`src/rtl/vend_pkg.sv`:
```
// Shared types and constants for the dispenser output stage and the vending FSM.
package vend_pkg;

    typedef enum logic [2:0] {
        S_IDLE      = 3'd0,
        S_VEND      = 3'd1,
        S_EJECT     = 3'd2,
        S_WAIT_COIN = 3'd3,
        S_FAULT     = 3'd4
    } vend_state_t;

    localparam logic [1:0] CR_NONE = 2'b00;
    localparam logic [1:0] CR_ONE  = 2'b01;

    localparam int VCNT_W = 16;

endpackage

```
`src/rtl/vend_event_fifo.sv`:
```
// Pending-event queue: DEPTH entries of cash_return, extra pointer bit tells full from empty.
module vend_event_fifo #(
    parameter int DEPTH = 4,
    parameter int W     = 2
) (
    input  logic         clk,
    input  logic         reset,
    input  logic         push_i,
    input  logic         pop_i,
    input  logic [W-1:0] din_i,
    output logic [W-1:0] dout_o,
    output logic         full_o,
    output logic         empty_o
);
    localparam int AW = $clog2(DEPTH);

    logic [AW:0]  wr_q, rd_q;
    logic [W-1:0] mem_q [DEPTH];
    logic         push_ok, pop_ok;

    assign empty_o = (wr_q == rd_q);
    assign full_o  = (wr_q[AW] != rd_q[AW]) && (wr_q[AW-1:0] == rd_q[AW-1:0]);
    assign dout_o  = mem_q[rd_q[AW-1:0]];

    // A full queue still takes a push when the head leaves in the same cycle.
    assign push_ok = push_i && (!full_o || pop_i);
    assign pop_ok  = pop_i && !empty_o;

    always_ff @(posedge clk) begin
        if (reset) begin
            wr_q <= '0;
            rd_q <= '0;
        end else begin
            if (push_ok) wr_q <= wr_q + (AW+1)'(1);
            if (pop_ok)  rd_q <= rd_q + (AW+1)'(1);
        end
    end

    always_ff @(posedge clk) begin
        if (push_ok) mem_q[wr_q[AW-1:0]] <= din_i;
    end

endmodule

```
`src/rtl/vend_dispenser.sv`:
```
// Drives product motor and change hopper from queued purchase events, with sense timeouts.
import vend_pkg::*;

module vend_dispenser #(
    parameter int DEPTH     = 4,
    parameter int TIMEOUT   = 1000,
    parameter int PULSE_LEN = 4
) (
    input  logic              clk,
    input  logic              reset,
    input  logic              purchase,
    input  logic [1:0]        cash_return,
    input  logic              item_sensed,
    input  logic              coin_sensed,
    output logic              motor_on,
    output logic              coin_eject,
    output logic              busy,
    output logic              overflow,
    output logic              fault,
    output logic [VCNT_W-1:0] vend_count
);
    localparam int TW = (TIMEOUT > 1) ? $clog2(TIMEOUT) : 1;
    localparam int PW = (PULSE_LEN > 1) ? $clog2(PULSE_LEN) : 1;
    localparam logic [TW-1:0] TMAX = TW'(TIMEOUT - 1);
    localparam logic [PW-1:0] PMAX = PW'(PULSE_LEN - 1);

    vend_state_t       state_q, state_d;
    logic [1:0]        coins_q;
    logic [TW-1:0]     tmr_q;
    logic [PW-1:0]     pcnt_q;
    logic              motor_on_q, coin_eject_q, overflow_q, fault_q;
    logic [VCNT_W-1:0] vend_count_q;

    logic              pop, fifo_full, fifo_empty;
    logic [1:0]        fifo_head;

    vend_event_fifo #(.DEPTH(DEPTH), .W(2)) u_fifo (
        .clk     (clk),
        .reset   (reset),
        .push_i  (purchase),
        .pop_i   (pop),
        .din_i   (cash_return),
        .dout_o  (fifo_head),
        .full_o  (fifo_full),
        .empty_o (fifo_empty)
    );

    // A sense on the timeout cycle takes priority over the fault.
    always_comb begin
        state_d = state_q;
        pop     = 1'b0;
        unique case (state_q)
            S_IDLE:      if (!fifo_empty) state_d = S_VEND;
            S_VEND: begin
                if (item_sensed) begin
                    if (coins_q != CR_NONE) state_d = S_EJECT;
                    else begin
                        state_d = S_IDLE;
                        pop     = 1'b1;
                    end
                end else if (tmr_q == TMAX) state_d = S_FAULT;
            end
            S_EJECT:     if (pcnt_q == PMAX) state_d = S_WAIT_COIN;
            S_WAIT_COIN: begin
                if (coin_sensed) begin
                    if (coins_q != CR_ONE) state_d = S_EJECT;
                    else begin
                        state_d = S_IDLE;
                        pop     = 1'b1;
                    end
                end else if (tmr_q == TMAX) state_d = S_FAULT;
            end
            S_FAULT:     state_d = S_FAULT;
            default:     state_d = S_IDLE;
        endcase
    end

    always_ff @(posedge clk) begin
        if (reset) begin
            state_q      <= S_IDLE;
            coins_q      <= '0;
            tmr_q        <= '0;
            pcnt_q       <= '0;
            motor_on_q   <= 1'b0;
            coin_eject_q <= 1'b0;
            overflow_q   <= 1'b0;
            fault_q      <= 1'b0;
            vend_count_q <= '0;
        end else begin
            state_q      <= state_d;
            motor_on_q   <= (state_d == S_VEND);
            coin_eject_q <= (state_d == S_EJECT);
            fault_q      <= fault_q | (state_d == S_FAULT);
            if (purchase && fifo_full && !pop) overflow_q <= 1'b1;

            if (state_q == S_IDLE && !fifo_empty) coins_q <= fifo_head;
            else if (state_q == S_WAIT_COIN && coin_sensed) coins_q <= coins_q - 2'd1;

            if (state_q == S_VEND && item_sensed) vend_count_q <= vend_count_q + VCNT_W'(1);

            if (state_d != state_q) tmr_q <= '0;
            else if (state_q == S_VEND || state_q == S_WAIT_COIN) tmr_q <= tmr_q + TW'(1);

            pcnt_q <= (state_q == S_EJECT && state_d == S_EJECT) ? pcnt_q + PW'(1) : '0;
        end
    end

    assign motor_on   = motor_on_q;
    assign coin_eject = coin_eject_q;
    assign overflow   = overflow_q;
    assign fault      = fault_q;
    assign vend_count = vend_count_q;
    assign busy       = (state_q != S_IDLE) || !fifo_empty;

endmodule
```
`config.mk`:
```
export PLATFORM = sky130hd
export DESIGN_NAME = vend_dispenser
export DESIGN_NICKNAME = d
export VERILOG_FILES = /design/src/rtl/vend_pkg.sv /design/src/rtl/vend_event_fifo.sv /design/src/rtl/vend_dispenser.sv
export SDC_FILE = /design/constraint.sdc
export NUM_CORES = 1
export LEC_CHECK = 0
export BUFFER_PORTS_ARGS = -buffer_cell sky130_fd_sc_hd__buf_4
export CAP_MARGIN = 20
export CELL_PAD_IN_SITES_DETAIL_PLACEMENT = 1
export CELL_PAD_IN_SITES_GLOBAL_PLACEMENT = 2
export CORE_ASPECT_RATIO = 1.4
export CORE_MARGIN = 2
export CORE_UTILIZATION = 38
export CTS_BUF_LIST = sky130_fd_sc_hd__clkbuf_4 sky130_fd_sc_hd__clkbuf_8
export CTS_CLUSTER_DIAMETER = 120
export DETAILED_ROUTE_END_ITERATION = 8
export MAX_ROUTING_LAYER = met4
export PLACE_DENSITY_LB_ADDON = 0.1
export SETUP_SLACK_MARGIN = 0.2
export SYNTH_ARGS = -nofsm -noshare
export SYNTH_HDL_FRONTEND = slang
export SYNTH_HIERARCHICAL = 1
export SYNTH_SLANG_ARGS = --single-unit
```
`constraint.sdc`:
```
create_clock -name clk -period 2.3 [get_ports clk]
set_input_delay 0.345 -clock clk [delete_from_list [all_inputs] [get_ports clk]]
set_output_delay 0.345 -clock clk [all_outputs]
set_load 0.05 [all_outputs]
```
# Word-level counts from Yosys, hierarchy flattened
# Memories as Yosys holds them, arrays and structs flattened. A register that Yosys moved wholly into a read port is not among the register bits.
# Cells that the tools add are included.
totals:
  regBits: 43
  mem_bits_rw: 8
  input_bits: 7
  out_inout_bits: 21
  wordCells: 74
  memories: 1
classes:
  n_addsub: 6
  n_eq_ne: 14
  n_mux: 19
  bitwise: 2
  reduce_logical: 21
mem_list:
  columns: ["name", "depth", "width", "rd", "rd_ports_with_merged_regs", "write_ports", "line", "text"]
  rows:
  - ["u_fifo.mem_q", 4, 2, 1, 1, 1, "vend_event_fifo.sv:18", "logic [W-1:0] mem_q [DEPTH];"]
op_table:
  columns: ["op", "n"]
  rows:
  - ["$add 16x1->16 const B", 1]
  - ["$mux 3", 5]
  - ["$pmux 3 s5", 1]
  - ["$mux 2", 6]
  - ["$add 10x1->10 const B", 1]
  - ["$eq 10x10->1 const B", 1]
  - ["$eq 3x2->1 const B", 3]
  - ["$logic_and 1x1->1", 9]
  - ["$add 3x1->3 const B", 2]
  - ["$eq 3x1->1 const B", 2]
  - ["$eq 3x3->1 const B", 2]
  - ["$mux 1", 6]
  - ["$reduce_bool 2->1", 2]
  - ["$reduce_or 2->1", 2]
  - ["$eq 3x3->1", 1]
  - ["$logic_not 1->1", 3]
  - ["$logic_not 3->1", 1]
  - ["$logic_or 1x1->1", 3]
  - ["$ne 3x3->1", 1]
  - ["$reduce_bool 3->1", 1]
  - ["$add 2x1->2 const B", 1]
  - ["$eq 2x2->1", 1]
  - ["$eq 2x2->1 const B", 1]
  - ["$ne 2x1->1 const B", 1]
  - ["5 further kinds", 5]

# Longest topological paths before layout
# Gate-level depths: netlist of the first run.
depth:
  ltp_word: 8
  ltp_mapped: 7
  mapped_depth_nobuf: 7

# Cells and area by module
# Netlist of the first run, hierarchy kept.
by_module_without_submodules:
  columns: ["mod", "n_inst", "cells_per_inst", "area_per_inst_um2", "seq_area_each_um2"]
  rows:
  - ["vend_dispenser", 1, 204, 1793.0, 740.7]
  - ["vend_event_fifo", 1, 65, 834.6, 400.4]

# Worst setup path after synthesis of the first run
# No wires, ideal clock.
synth_timing:
  kind: "reg2reg"
  from: "register vend_count_q[0], in the netlist vend_count[0]"
  to: "register vend_count_q[12], in the netlist vend_count[12]"
  setup_ns: 0.070
  arrival_ns: 1.915
  required_time_ns: 2.230
  slack_ns: 0.314
  stages_incl_launch_ff: 6
  path_buffers: 0
  synth_period_minus_slack_ns: 1.986
  path_cell_list: "dfxtp_1 > ha_1 > nand2_1 > or3_4 > or3_1 > a21oi_1"
synth_via:
  elab_chain_len: 1
synth_rtl:
  columns: ["element", "line", "text"]
  rows:
  - ["start, declared", "vend_dispenser.sv:32", "logic [VCNT_W-1:0] vend_count_q;"]
  - ["start signal, assigned", "vend_dispenser.sv:99", "if (state_q == S_VEND && item_sensed) vend_count_q <= vend_count_q + VCNT_W'(1);"]
  - ["$add 16x1->16", "vend_dispenser.sv:99", null]
# Every way passes these cells.
# A chain may end at the register's enable or synchronous reset.

# Final worst setup path of the first run
layout_timing:
  from: "register u_fifo.rd_q[1]"
  to: "output busy"
layout_via:
  elab_chain_len: 3
layout_rtl:
  columns: ["element", "line", "text"]
  rows:
  - ["start, declared", "vend_event_fifo.sv:17", "logic [AW:0] wr_q, rd_q;"]
  - ["start signal, assigned", "vend_event_fifo.sv:35", "if (pop_ok) rd_q <= rd_q + (AW+1)'(1);"]
  - ["$eq 3x3->1", "vend_event_fifo.sv:21", "assign empty_o = (wr_q == rd_q);"]
  - ["net fifo_empty", "vend_dispenser.sv:34", "logic pop, fifo_full, fifo_empty;"]
  - ["$logic_not 1->1", "vend_dispenser.sv:113", "assign busy = (state_q != S_IDLE) || !fifo_empty;"]
  - ["$logic_or 1x1->1", "vend_dispenser.sv:113", null]
  - ["end, declared", "vend_dispenser.sv:17", "output logic busy,"]
# The timed path passes the listed nets, and every way through them passes these cells.

==> summary.md, run 1 <==
| Metric | Value |
|---|---|
| Met2 Track Usage GR | `0.306` |
| Gate count of the mapped netlist | `269` |
| Number of levels the H-tree was split into | `2` |
| Cell types with the highest counts after synthesis | `45 x sky130_fd_sc_hd__dfxtp_1, 25 x sky130_fd_sc_hd__nor2_1, 19 x sky130_fd_sc_hd__nor3_1` |
| Worst-case clock skew | `~4.5 ps` |
| # clock sinks | `53` |
| Required time at the endpoint of the critical path | `between 1500 and 2000 ps` |
| Part of the Yosys area used for sequential elements | `0.434` |
| ANT cells | `0` |
| Setup repair after global routing missed its margin | `false` |
| Mean number of vias per cell | `5.22` |
| Share of cells above drive strength 1 | `0.202` |
| Count of buffering cells on the critical path with inverters included | `1` |
| Slew at the pin closest to its max-slew limit | `approximately 480 ps` |
| Worst hold slack after final layout | `between 200 and 250 ps` |
| Violation count after the first detailed-routing iteration | `34` |
| Count leader, synth | `sky130_fd_sc_hd__dfxtp_1` |
| Wire length of the first global-routing pass | `between 9000 and 10000 µm` |
| Cell variety after synth | `between 50 and 60` |
| EDFF count, synth | `8` |
| Post-synth ARST share | `0` |
| Skew-Pair Late Insertion Delay | `approximately 310 ps` |
| Cell type with the highest aggregate area in the netlist | `sky130_fd_sc_hd__dfxtp_1` |
| Top-area cell type share of the netlist area | `0.343` |
| Final number of setup-violating endpoints | `0` |
| DIE HEIGHT | `roughly 100 µm` |
| Grt peak-use layer | `met2` |
| Clk slew on worst S/H paths | `90 ps` |
| Critical path endpoint category | `output port` |
| Fin. max-slew vios | `0` |
| Ports placed on the boundary | `28` |
| Number of nets produced by synthesis | `286` |
| Number of optimization iterations in the first detailed-route pass | `4` |
| Max transition margin | `0.675` |
| Number of hold violations in the final report | `0` |
| GRT met1 Usage | `0.193` |
| Area share of fa/ha/maj cells after synthesis | `0.0476` |
| Stages on the worst setup path | `5` |
| Xor and xnor fraction of the mapped netlist area | `0.0852` |
| Die extent in x | `between 70 and 80 µm` |
| Class of the most critical hold timing path | `in -> reg` |
| Crit path max-delay family | `simple AND/OR/NAND/NOR gates` |
| Launch point of the worst hold path | `cash_return[1]` |
| Area growth from synthesis to final layout | `17.0%` |
| Status | `finished, final reports clean` |
| Chain of cells forming the critical path | `xnor2_4 > nand2_1 > nor2_2 > nand3_1 > buf_4` |
| Average size of a mapped cell | `slightly below 10 µm²` |
| Vias in the first global route | `roughly 2100` |
| Mux contribution to synthesized area | `0.0471` |
| Main flop type after synthesis | `sky130_fd_sc_hd__dfxtp_1` |
| Detailed-route wire length per cell | `about 15 µm` |
| Postcts setup bufs | `0` |
| Achievable clock frequency | `roughly 500 MHz` |
| Starting utilization of the core area | `0.395` |
| Number of vias after detailed routing | `~2000` |
| Power Density | `roughly 650 nW/µm²` |
| Post-Synthesis Cell Area | `2630 µm²` |
| Worst Reg-to-Reg Cells | `6` |
| Biggest area contributors in the synthesized netlist | `sky130_fd_sc_hd__dfxtp_1 34%, sky130_fd_sc_hd__edfxtp_1 9.1%, sky130_fd_sc_hd__xnor2_1 5.0%, sky130_fd_sc_hd__ha_1 4.8%, sky130_fd_sc_hd__nor3_1 3.6%` |
| Pin count of the biggest net entering global routing | `41` |
| Number of nets in the layout | `about 320` |
| Remaining routing DRC violations | `0` |
| Detail Route Antenna Nets | `0` |
| Fraction of the mapped netlist area in simple logic gates | `0.262` |
| Overflow left after global routing | `0` |
| Cell at the root of the clock tree | `sky130_fd_sc_hd__clkbuf_8` |
| Compound-Gate Fraction of Synth Area | `0.0876` |
| Tcrit/Tclk final | `0.857` |
| Setup TNS | `0 ps` |
| Main combinational cell family by area after synthesis | `simple AND/OR/NAND/NOR gates` |
| CP max FO | `6` |
| Met3 track utilization from global routing | `0.0286` |
| IR drop worst, VDD | `between 0.2 and 0.3 mV` |
| Category of the most critical setup path | `reg -> out` |
| Number of rows in the core area | `35` |
| Startpoint of the most critical register-to-register path | `coins_q[0]` |
| Worst hold path cell count | `1` |
| Placed wire-length estimate after detailed placement | `between 4000 and 5000 µm` |
| Startpoint types | `flop` |
| Clock tree from TritonCTS | `built` |
| Endpoint arrival time on the critical path | `1630 ps` |
| Total core area | `around 6700 µm²` |
| Initial antenna violation count | `0` |
| Total die area | `around 7600 µm²` |
| Critical path startpoint | `u_fifo/rd_q[1]` |
| Worst-path cell with the longest stage delay | `sky130_fd_sc_hd__dfxtp_1` |
| Flip-flop and latch count after synthesis | `53` |
| Placed Cells incl. Taps | `around 390` |
| Final wirelength | `5890 µm` |
| PortBufs | `27` |
| Static leakage power | `approximately 1.1 nW` |
| Number of warnings reported in the yosys synthesis log | `6` |
| Global-route usage over all layers | `0.174` |
| Post-route non-filler standard cell count | `394` |
| Number of CTS-inserted buffers | `5` |
| Total of max-cap violations | `0` |
| CP max stage delay | `between 300 and 400 ps` |
| Final GP Congestion | `~0.74` |
| Final critical delay including setup and external delays | `just under 2000 ps` |
| Maximum buffer depth of the clock tree | `2` |
==> stage by stage <==
stage                     total power [mW]  instance area (µm²)  setup WS [ps]   util
final                                 1.99                 3070            330  0.462
after global placement                1.47                 2960            392  0.445
after detailed placement              1.47                 2960            348  0.445
after floorplan                       1.33                 2630            314      -
after CTS                             2.02                 3070            225  0.461
after global routing                  2.11                 3070            222  0.462
==> layer usage <==
metal / vias up / routed length, µm
met3: 11 / 150
li1: 1030 / -
met1: 991 / 2460
met5: - / 0
met4: 0 / 135
met2: 26 / 3140
==> power breakdown <==
group	switching (mW)	leakage, nW	internal [mW]	total [mW]
clock network	0.308	0.0445	0.220	0.528
logic	0.257	0.611	0.173	0.429
registers	0.0469	0.438	0.984	1.03
==> state kept, by name, summed over array words and instances, names as in the netlist, named ones only <==
register / cells
motor_on: 1
coins_q: 2
u_fifo/mem_q: 8
tmr_q: 10
u_fifo/wr_q: 3
vend_count: 16
coin_eject: 1
u_fifo/rd_q: 3
pcnt_q: 2
state_q: 3
overflow: 1
fault: 1
==> logic make-up (layout without fill, tap and decap cells) <==
family | Yosys count | count (layout)
fa+ha+maj | 10 | 10
buf+inv | 23 | 56
compound gates | 32 | 32
flops | 53 | 53
simple gates | 119 | 119
mux | 9 | 9
xor+xnor | 23 | 23
==> what timing repair did <==
action,in CTS,in global routing
resized for setup,3,3
endpoints found under the hold margin,0,0
endpoints found under the setup margin,1,9
hold buffers,0,0
==> worst reg2reg max path, stage by stage (launching register included) <==
cell and delay (ps):
sky130_fd_sc_hd__dfxtp_1 390, sky130_fd_sc_hd__ha_1 210, sky130_fd_sc_hd__nand3_1 90, sky130_fd_sc_hd__a21oi_1 270
sky130_fd_sc_hd__inv_1 160, sky130_fd_sc_hd__a41oi_2 280, sky130_fd_sc_hd__and2_1 230
==> layout by cell type, fill, tap and decap left out, types with 3 or more instances in the layout <==
cell type	synthesis	routed
sky130_fd_sc_hd__nor2b_1	8	8
sky130_fd_sc_hd__xor2_1	5	5
sky130_fd_sc_hd__nand2_1	13	13
sky130_fd_sc_hd__ha_1	10	10
sky130_fd_sc_hd__nand3b_1	3	3
sky130_fd_sc_hd__buf_4	0	35
sky130_fd_sc_hd__a21oi_1	11	11
sky130_fd_sc_hd__clkbuf_8	0	5
sky130_fd_sc_hd__inv_1	14	14
sky130_fd_sc_hd__nor2_1	25	24
sky130_fd_sc_hd__dfxtp_1	45	42
sky130_fd_sc_hd__dfxtp_2	0	3
sky130_fd_sc_hd__edfxtp_1	8	8
sky130_fd_sc_hd__nand2b_1	5	5
sky130_fd_sc_hd__xnor2_1	15	15
sky130_fd_sc_hd__mux2_1	3	3
sky130_fd_sc_hd__nand4_1	8	8
sky130_fd_sc_hd__nor4_1	6	6
sky130_fd_sc_hd__or3_1	4	4
sky130_fd_sc_hd__and2_1	3	3
sky130_fd_sc_hd__nand3_1	9	9
sky130_fd_sc_hd__nor3_1	19	19
sky130_fd_sc_hd__mux2i_1	3	3
sky130_fd_sc_hd__o21ai_0	4	4
==> area by class of cell <==
type                    instances  area, µm²
flip-flops and latches         53       1140
multi-input cells             193       1420
clock inverters                 1       5.00
inverters                      14       52.6
repair buffers                 35        263
fillers                       782       3580
well taps                      92        115
clock buffers                   6       76.3
==> final timing paths <==
check / slack [ps] / endpoint
setup reg to reg: 380 / u_fifo/mem_q[1][0]
hold / removal: 240 / u_fifo/mem_q[1][1]
hold reg to reg: 450 / fault
setup / recovery: 330 / busy
No activity file was read; power rests on OpenSTA's default activity.
==> inputs of run 2 (changes only) <==
CORE_UTILIZATION = 35   (was 38)
clock period = 1.6 ns   (was 2.3 ns; I/O delays follow)
==> summary.md, run 2 (synthesized netlist as in run 1, its figures left out) <==
| Metric | Value |
|---|---|
| Pin count of the biggest net entering global routing | `41 (unchanged)` |
| Startpoint types | `flop` |
| Violations in the final reports | `negative setup slack` |
| PortBufs | `27 (unchanged)` |
| Fin. max-slew vios | `0 (unchanged)` |
| Met3 track utilization from global routing | `0.0289 (+0.000263)` |
| Final wirelength | `7010 µm (+19%)` |
| Number of hold violations in the final report | `0 (unchanged)` |
| Static leakage power | `1.50 nW (+37%)` |
| Number of optimization iterations in the first detailed-route pass | `4 (unchanged)` |
| Required time at the endpoint of the critical path | `1360 ps (-600 ps)` |
| Area growth from synthesis to final layout | `52.6%` |
| Die extent in x | `77.2 µm (+4.0%)` |
| Total core area | `7310 µm² (+9.9%)` |
| Setup repair after global routing missed its margin | `true` |
| IR drop worst, VDD | `0.491 mV (+78%)` |
| Final number of setup-violating endpoints | `10 (+10)` |
| Skew-Pair Late Insertion Delay | `320 ps (about the same)` |
| Category of the most critical setup path | `reg -> out` |
| Violation count after the first detailed-routing iteration | `49 (+44%)` |
| Share of the core filled with cells in the final layout | `0.548 (+0.0864)` |
| Setup TNS | `-430 ps (-430 ps)` |
| Post-route non-filler standard cell count | `445 (+13%)` |
| Worst Slack Setup Final | `-64.7 ps (-394 ps)` |
| Endpoint arrival time on the critical path | `1420 ps (-210 ps)` |
| Status | `finished with violations` |
| Number of nets in the layout | `364 (+14%)` |
| Cell at the root of the clock tree | `sky130_fd_sc_hd__clkbuf_8` |
| Count of buffering cells on the critical path with inverters included | `2 (+1)` |
| Crit path max-delay family | `flip-flops` |
| # clock sinks | `53 (unchanged)` |
| Clk slew on worst S/H paths | `100 ps (about the same)` |
| Flip-flop count of the largest register, all copies and words added | `16 (unchanged)` |
| Placed wire-length estimate after detailed placement | `4780 µm (+7.9%)` |
| Initial antenna violation count | `0 (unchanged)` |
| Total power after layout | `3.35 mW (+68%)` |
| Ports placed on the boundary | `28 (unchanged)` |
| Final critical delay including setup and external delays | `~1700 ps` |
| Total die area | `8230 µm² (+8.2%)` |
| Placed Cells incl. Taps | `416 (+7.5%)` |
| Achievable clock frequency | `about 600 MHz` |
| Most frequent cells in the layout | `63 x sky130_fd_sc_hd__buf_4, 23 x sky130_fd_sc_hd__dfxtp_1, 22 x sky130_fd_sc_hd__nor2_1` |
| ANT cells | `0 (unchanged)` |
| Number of CTS-inserted buffers | `5 (unchanged)` |
| Worst-case clock skew | `8.77 ps (+4.22 ps)` |
| CP max stage delay | `380 ps (about the same)` |
| Filler Cells Inserted | `810 (+3.6%)` |
| Grt peak-use layer | `met2` |
| Vias in the first global route | `2419 (+16%)` |
| Worst-path cell with the longest stage delay | `sky130_fd_sc_hd__dfxtp_4` |
| Most common cell after layout, fill and taps aside | `sky130_fd_sc_hd__buf_4` |
| Detailed-route wire length per cell | `15.8 µm (+5.5%)` |
| Remaining routing DRC violations | `0 (unchanged)` |
| Power Density | `835 nW/µm² (+29%)` |
| Mean number of vias per cell | `5.18 (-0.83%)` |
| Tcrit/Tclk final | `1.04` |
| Share of cells above drive strength 1 | `0.529 (+0.327)` |
| Chain of cells forming the critical path | `xnor2_4 > nand2_2 > nor2_4 > buf_6 > nand3_4 > buf_8` |
| Slew at the pin closest to its max-slew limit | `489 ps (+7.31 ps)` |
| Max transition margin | `0.674 (about the same)` |
| Maximum buffer depth of the clock tree | `2 (unchanged)` |
| Total of max-cap violations | `0 (unchanged)` |
| Class of the most critical hold timing path | `in -> reg` |
| Clock tree from TritonCTS | `built` |
| Detail Route Antenna Nets | `0 (unchanged)` |
| Number of vias after detailed routing | `2305 (+12%)` |
| CP max FO | `3 (-3)` |
| Final GP Congestion | `0.773 (+4.0%)` |
| DIE HEIGHT | `107 µm (+4.0%)` |
| Number of rows in the core area | `37 (+5.7%)` |
| Starting utilization of the core area | `0.359 (-0.0355)` |
| Critical path endpoint category | `output port` |
| Number of levels the H-tree was split into | `2 (unchanged)` |
| Global-route usage over all layers | `0.182 (+0.00831)` |
| Number of buffers inserted by hold repair at cts | `0 (unchanged)` |
| Worst hold slack after final layout | `121 ps (-118 ps)` |
| Met2 Track Usage GR | `0.341 (+0.0347)` |
| Overflow left after global routing | `0 (unchanged)` |
| Wire length of the first global-routing pass | `11500 µm (+18%)` |
| GRT met1 Usage | `0.191 (-0.00239)` |
==> run 2: cell count changes in the layout (fill, tap and decap cells not counted), moves of 5 or more <==
cell,change
sky130_fd_sc_hd__nor3_1,-11
sky130_fd_sc_hd__dfxtp_1,-19
sky130_fd_sc_hd__nor4_4,+5
sky130_fd_sc_hd__a21oi_1,-5
sky130_fd_sc_hd__buf_6,+12
sky130_fd_sc_hd__nor4_1,-5
sky130_fd_sc_hd__dfxtp_4,+15
sky130_fd_sc_hd__nor3_2,+11
sky130_fd_sc_hd__buf_4,+28
==> run 2: what timing repair did <==
| action | 4_1_cts | 5_1_grt |
|---|---|---|
| gates cloned | 0 | 1 |
| endpoints found under the hold margin | 0 | 0 |
| setup endpoints to repair | 42 | 49 |
| pin swaps | 25 | 20 |
| setup buffers | 15 | 5 |
| gates resized for setup | 57 | 34 |
==> run 2: path summary, 6_finish.rpt <==
kind,from,endpoint,slack [ps],cells after the start
hold reg to reg,fault,fault,450,2
setup reg to reg,state_q[1],u_fifo/mem_q[2][1],-60,6
hold / removal,cash_return[0],u_fifo/mem_q[0][0],120,1
setup / recovery,u_fifo/rd_q[1],busy,-60,6
==> run 2: power by group <==
| group | switching, mW | internal (mW) |
|---|---|---|
| Sequential | 0.0575 | 1.40 |
| Clock | 0.467 | 0.313 |
| Combinational | 0.572 | 0.538 |
| Total | 1.10 | 2.25 |
==> run 2: layer usage <==
layer,wire (µm),share of wire,up-vias
li1,-,-,1122
met1,2760,0.39,1148
met2,3990,0.57,27
met3,151,0.022,8
met4,107,0.015,0
met5,0,0,-
==> run 2: metrics by stage <==
stage               worst slack, ps  cell area [µm²]
global placement              -18.9             3340
global route                   -131             4010
detailed placement             -102             3340
CTS                           -86.5             3810
floorplan                     -16.4             2810
finish                        -64.7             4010
==> run 2: layout make-up <==
cell class	count	area, µm²	area share
Clock buffer	5	68.8	0.0172
Clock inverter	3	20.0	0.00499
Inverter	14	55.1	0.0137
Multi-Input combinational cell	194	1860	0.465
Sequential cell	53	1210	0.301
Tap cell	97	121	0.0303
Timing Repair Buffer	79	673	0.168
==> inputs of run 3 (changes only) <==
CORE_UTILIZATION = 34   (was 35)
==> summary.md, run 3 (synthesized netlist as in run 1, its figures left out) <==
| Metric | Value |
|---|---|
| Cell area after placement | `3330 µm² (-0.23%)` |
| Category of the most critical setup path | `reg -> reg` |
| Final GP Congestion | `0.745 (-3.6%)` |
| Static leakage power | `1.46 nW (-3.0%)` |
| Detailed-route wire length per cell | `15.8 µm (+0.25%)` |
| Clock tree from TritonCTS | `built` |
| Number of nets in the layout | `358 (-1.6%)` |
| Setup repair after global routing missed its margin | `true` |
| Number of buffers inserted by hold repair at cts | `0 (unchanged)` |
| Cell at the root of the clock tree | `sky130_fd_sc_hd__clkbuf_8` |
| Achievable clock frequency | `609 MHz (+1.4%)` |
| Status | `finished with violations` |
| Global-route usage over all layers | `0.176 (-0.00573)` |
| Post-Layout Inst Area | `3940 µm² (-1.8%)` |
| Worst-case clock skew | `12.3 ps (+3.53 ps)` |
| Total die area | `8460 µm² (+2.8%)` |
| Critical path startpoint | `state_q[2]` |
| Overflow left after global routing | `0 (unchanged)` |
| Placed wire-length estimate after detailed placement | `4780 µm (+0.14%)` |
| Filler Cells Inserted | `821 (+1.4%)` |
| IR drop worst, VDD | `0.411 mV (-16%)` |
| Number of vias after detailed routing | `2227 (-3.4%)` |
| Most frequent cells in the layout | `62 x sky130_fd_sc_hd__buf_4, 23 x sky130_fd_sc_hd__nor2_1, 22 x sky130_fd_sc_hd__dfxtp_1` |
| Total of max-cap violations | `0 (unchanged)` |
| Violations in the final reports | `negative setup slack` |
| Mean number of vias per cell | `5.07 (-2.1%)` |
| Slew at the pin closest to its max-slew limit | `461 ps (-28.4 ps)` |
| Startpoint types | `flop` |
| Worst Slack Setup Final | `-42.1 ps (+22.7 ps)` |
| Required time at the endpoint of the critical path | `1860 ps (+500 ps)` |
| Class of the most critical hold timing path | `in -> reg` |
| Max transition margin | `0.693 (+0.0189)` |
| Most common cell after layout, fill and taps aside | `sky130_fd_sc_hd__buf_4` |
| Detail Route Antenna Nets | `0 (unchanged)` |
| Violation count after the first detailed-routing iteration | `91 (+86%)` |
| CP max FO | `4 (+1)` |
| Post-route non-filler standard cell count | `439 (-1.3%)` |
| Ports placed on the boundary | `28 (unchanged)` |
| Number of optimization iterations in the first detailed-route pass | `4 (unchanged)` |
| Remaining routing DRC violations | `0 (unchanged)` |
| Flip-flop count of the largest register, all copies and words added | `16 (unchanged)` |
| Final critical delay including setup and external delays | `1640 ps (-22.7 ps)` |
| Pin count of the biggest net entering global routing | `41 (unchanged)` |
| Area growth from synthesis to final layout | `49.8%` |
| Startpoint of the most critical register-to-register path | `state_q[2]` |
| Launch point of the worst hold path | `cash_return[1]` |
| Critical path endpoint category | `flop` |
| Initial antenna violation count | `0 (unchanged)` |
| Endpoint arrival time on the critical path | `1900 ps (+480 ps)` |
| Die extent in x | `78.3 µm (+1.4%)` |
| Placed Cells incl. Taps | `415 (-0.24%)` |
| Final wirelength | `6940 µm (-1.1%)` |
| Skew-Pair Late Insertion Delay | `320 ps (about the same)` |
| Maximum buffer depth of the clock tree | `2 (unchanged)` |
| Total core area | `7410 µm² (+1.3%)` |
| Number of levels the H-tree was split into | `2 (unchanged)` |
| Sequential cell area | `1210 µm² (+0.52%)` |
| ANT cells | `0 (unchanged)` |
| PortBufs | `27 (unchanged)` |
| Share of cells above drive strength 1 | `0.515 (-0.0141)` |
| Final number of setup-violating endpoints | `10 (unchanged)` |
| # clock sinks | `53 (unchanged)` |
| Tcrit/Tclk final | `1.03 (-0.0142)` |
| DIE HEIGHT | `108 µm (+1.4%)` |
| Area of the multi-input gates | `1820 µm² (-2.2%)` |
| Clk slew on worst S/H paths | `110 ps (about the same)` |
| Wire length of the first global-routing pass | `11200 µm (-2.5%)` |
| Vias in the first global route | `2318 (-4.2%)` |
| Starting utilization of the core area | `0.355 (-0.00449)` |
| Number of rows in the core area | `37 (unchanged)` |
| Fin. max-slew vios | `0 (unchanged)` |
| Power Density | `840 nW/µm² (+0.66%)` |
| Number of hold violations in the final report | `0 (unchanged)` |
| Number of CTS-inserted buffers | `5 (unchanged)` |
run 3: where the power goes:
part	internal [mW]	leakage, nW	total, mW	switching, mW
clock	0.327	0.0408	0.794	0.468
combinational	0.508	0.962	1.06	0.549
sequential	1.40	0.453	1.46	0.0591
total	2.23	1.46	3.31	1.08
run 3: layer usage:
metal  track usage  routed length, µm
met2         0.326               3930
met5             -                  0
met1         0.187               2800
met3        0.0317                152
met4        0.0614                 51
run 3: what timing repair did:
action	CTS	global route
endpoints found under the setup margin	41	47
gates cloned	0	1
gates resized for setup	40	41
setup buffers	9	6
pin swaps	19	9
run 3: through the flow:
step                      hold WS, ps  setup WS, ps  utilization  power (mW)  TNS (ps)
after floorplan                   339         -16.4            -        1.98     -98.2
after global placement            438         -11.2        0.449        2.27     -64.1
after global routing              111          -118        0.531        3.49     -1820
final                             129         -42.1        0.531        3.31      -303
after CTS                         115         -42.6        0.496        3.22      -228
after detailed placement          443         -74.3        0.449        2.28      -593
run 3: critical path: stages, from the launching register on:
cell and delay, ps:
sky130_fd_sc_hd__dfxtp_2 350, sky130_fd_sc_hd__nand4bb_4 260, sky130_fd_sc_hd__or3_4 430, sky130_fd_sc_hd__or4_4 420
sky130_fd_sc_hd__a21oi_2 120
run 3: cell type report:
cell class                      instances  share of cell area
Inverter                               14              0.0146
Multi-Input combinational cell        193               0.463
Tap cell                               97              0.0308
Clock buffer                            6              0.0194
Timing Repair Buffer                   74               0.160
Clock inverter                          2             0.00381
Sequential cell                        53               0.308
run 3: path summary, 6_finish.rpt:
kind | endpoint | slack [ps] | depth (start not counted)
min reg2reg | fault | 460 | 2
max reg2reg | vend_count[15] | -40 | 4
max | vend_count[15] | -40 | 4
min | u_fifo/mem_q[2][1] | 130 | 1
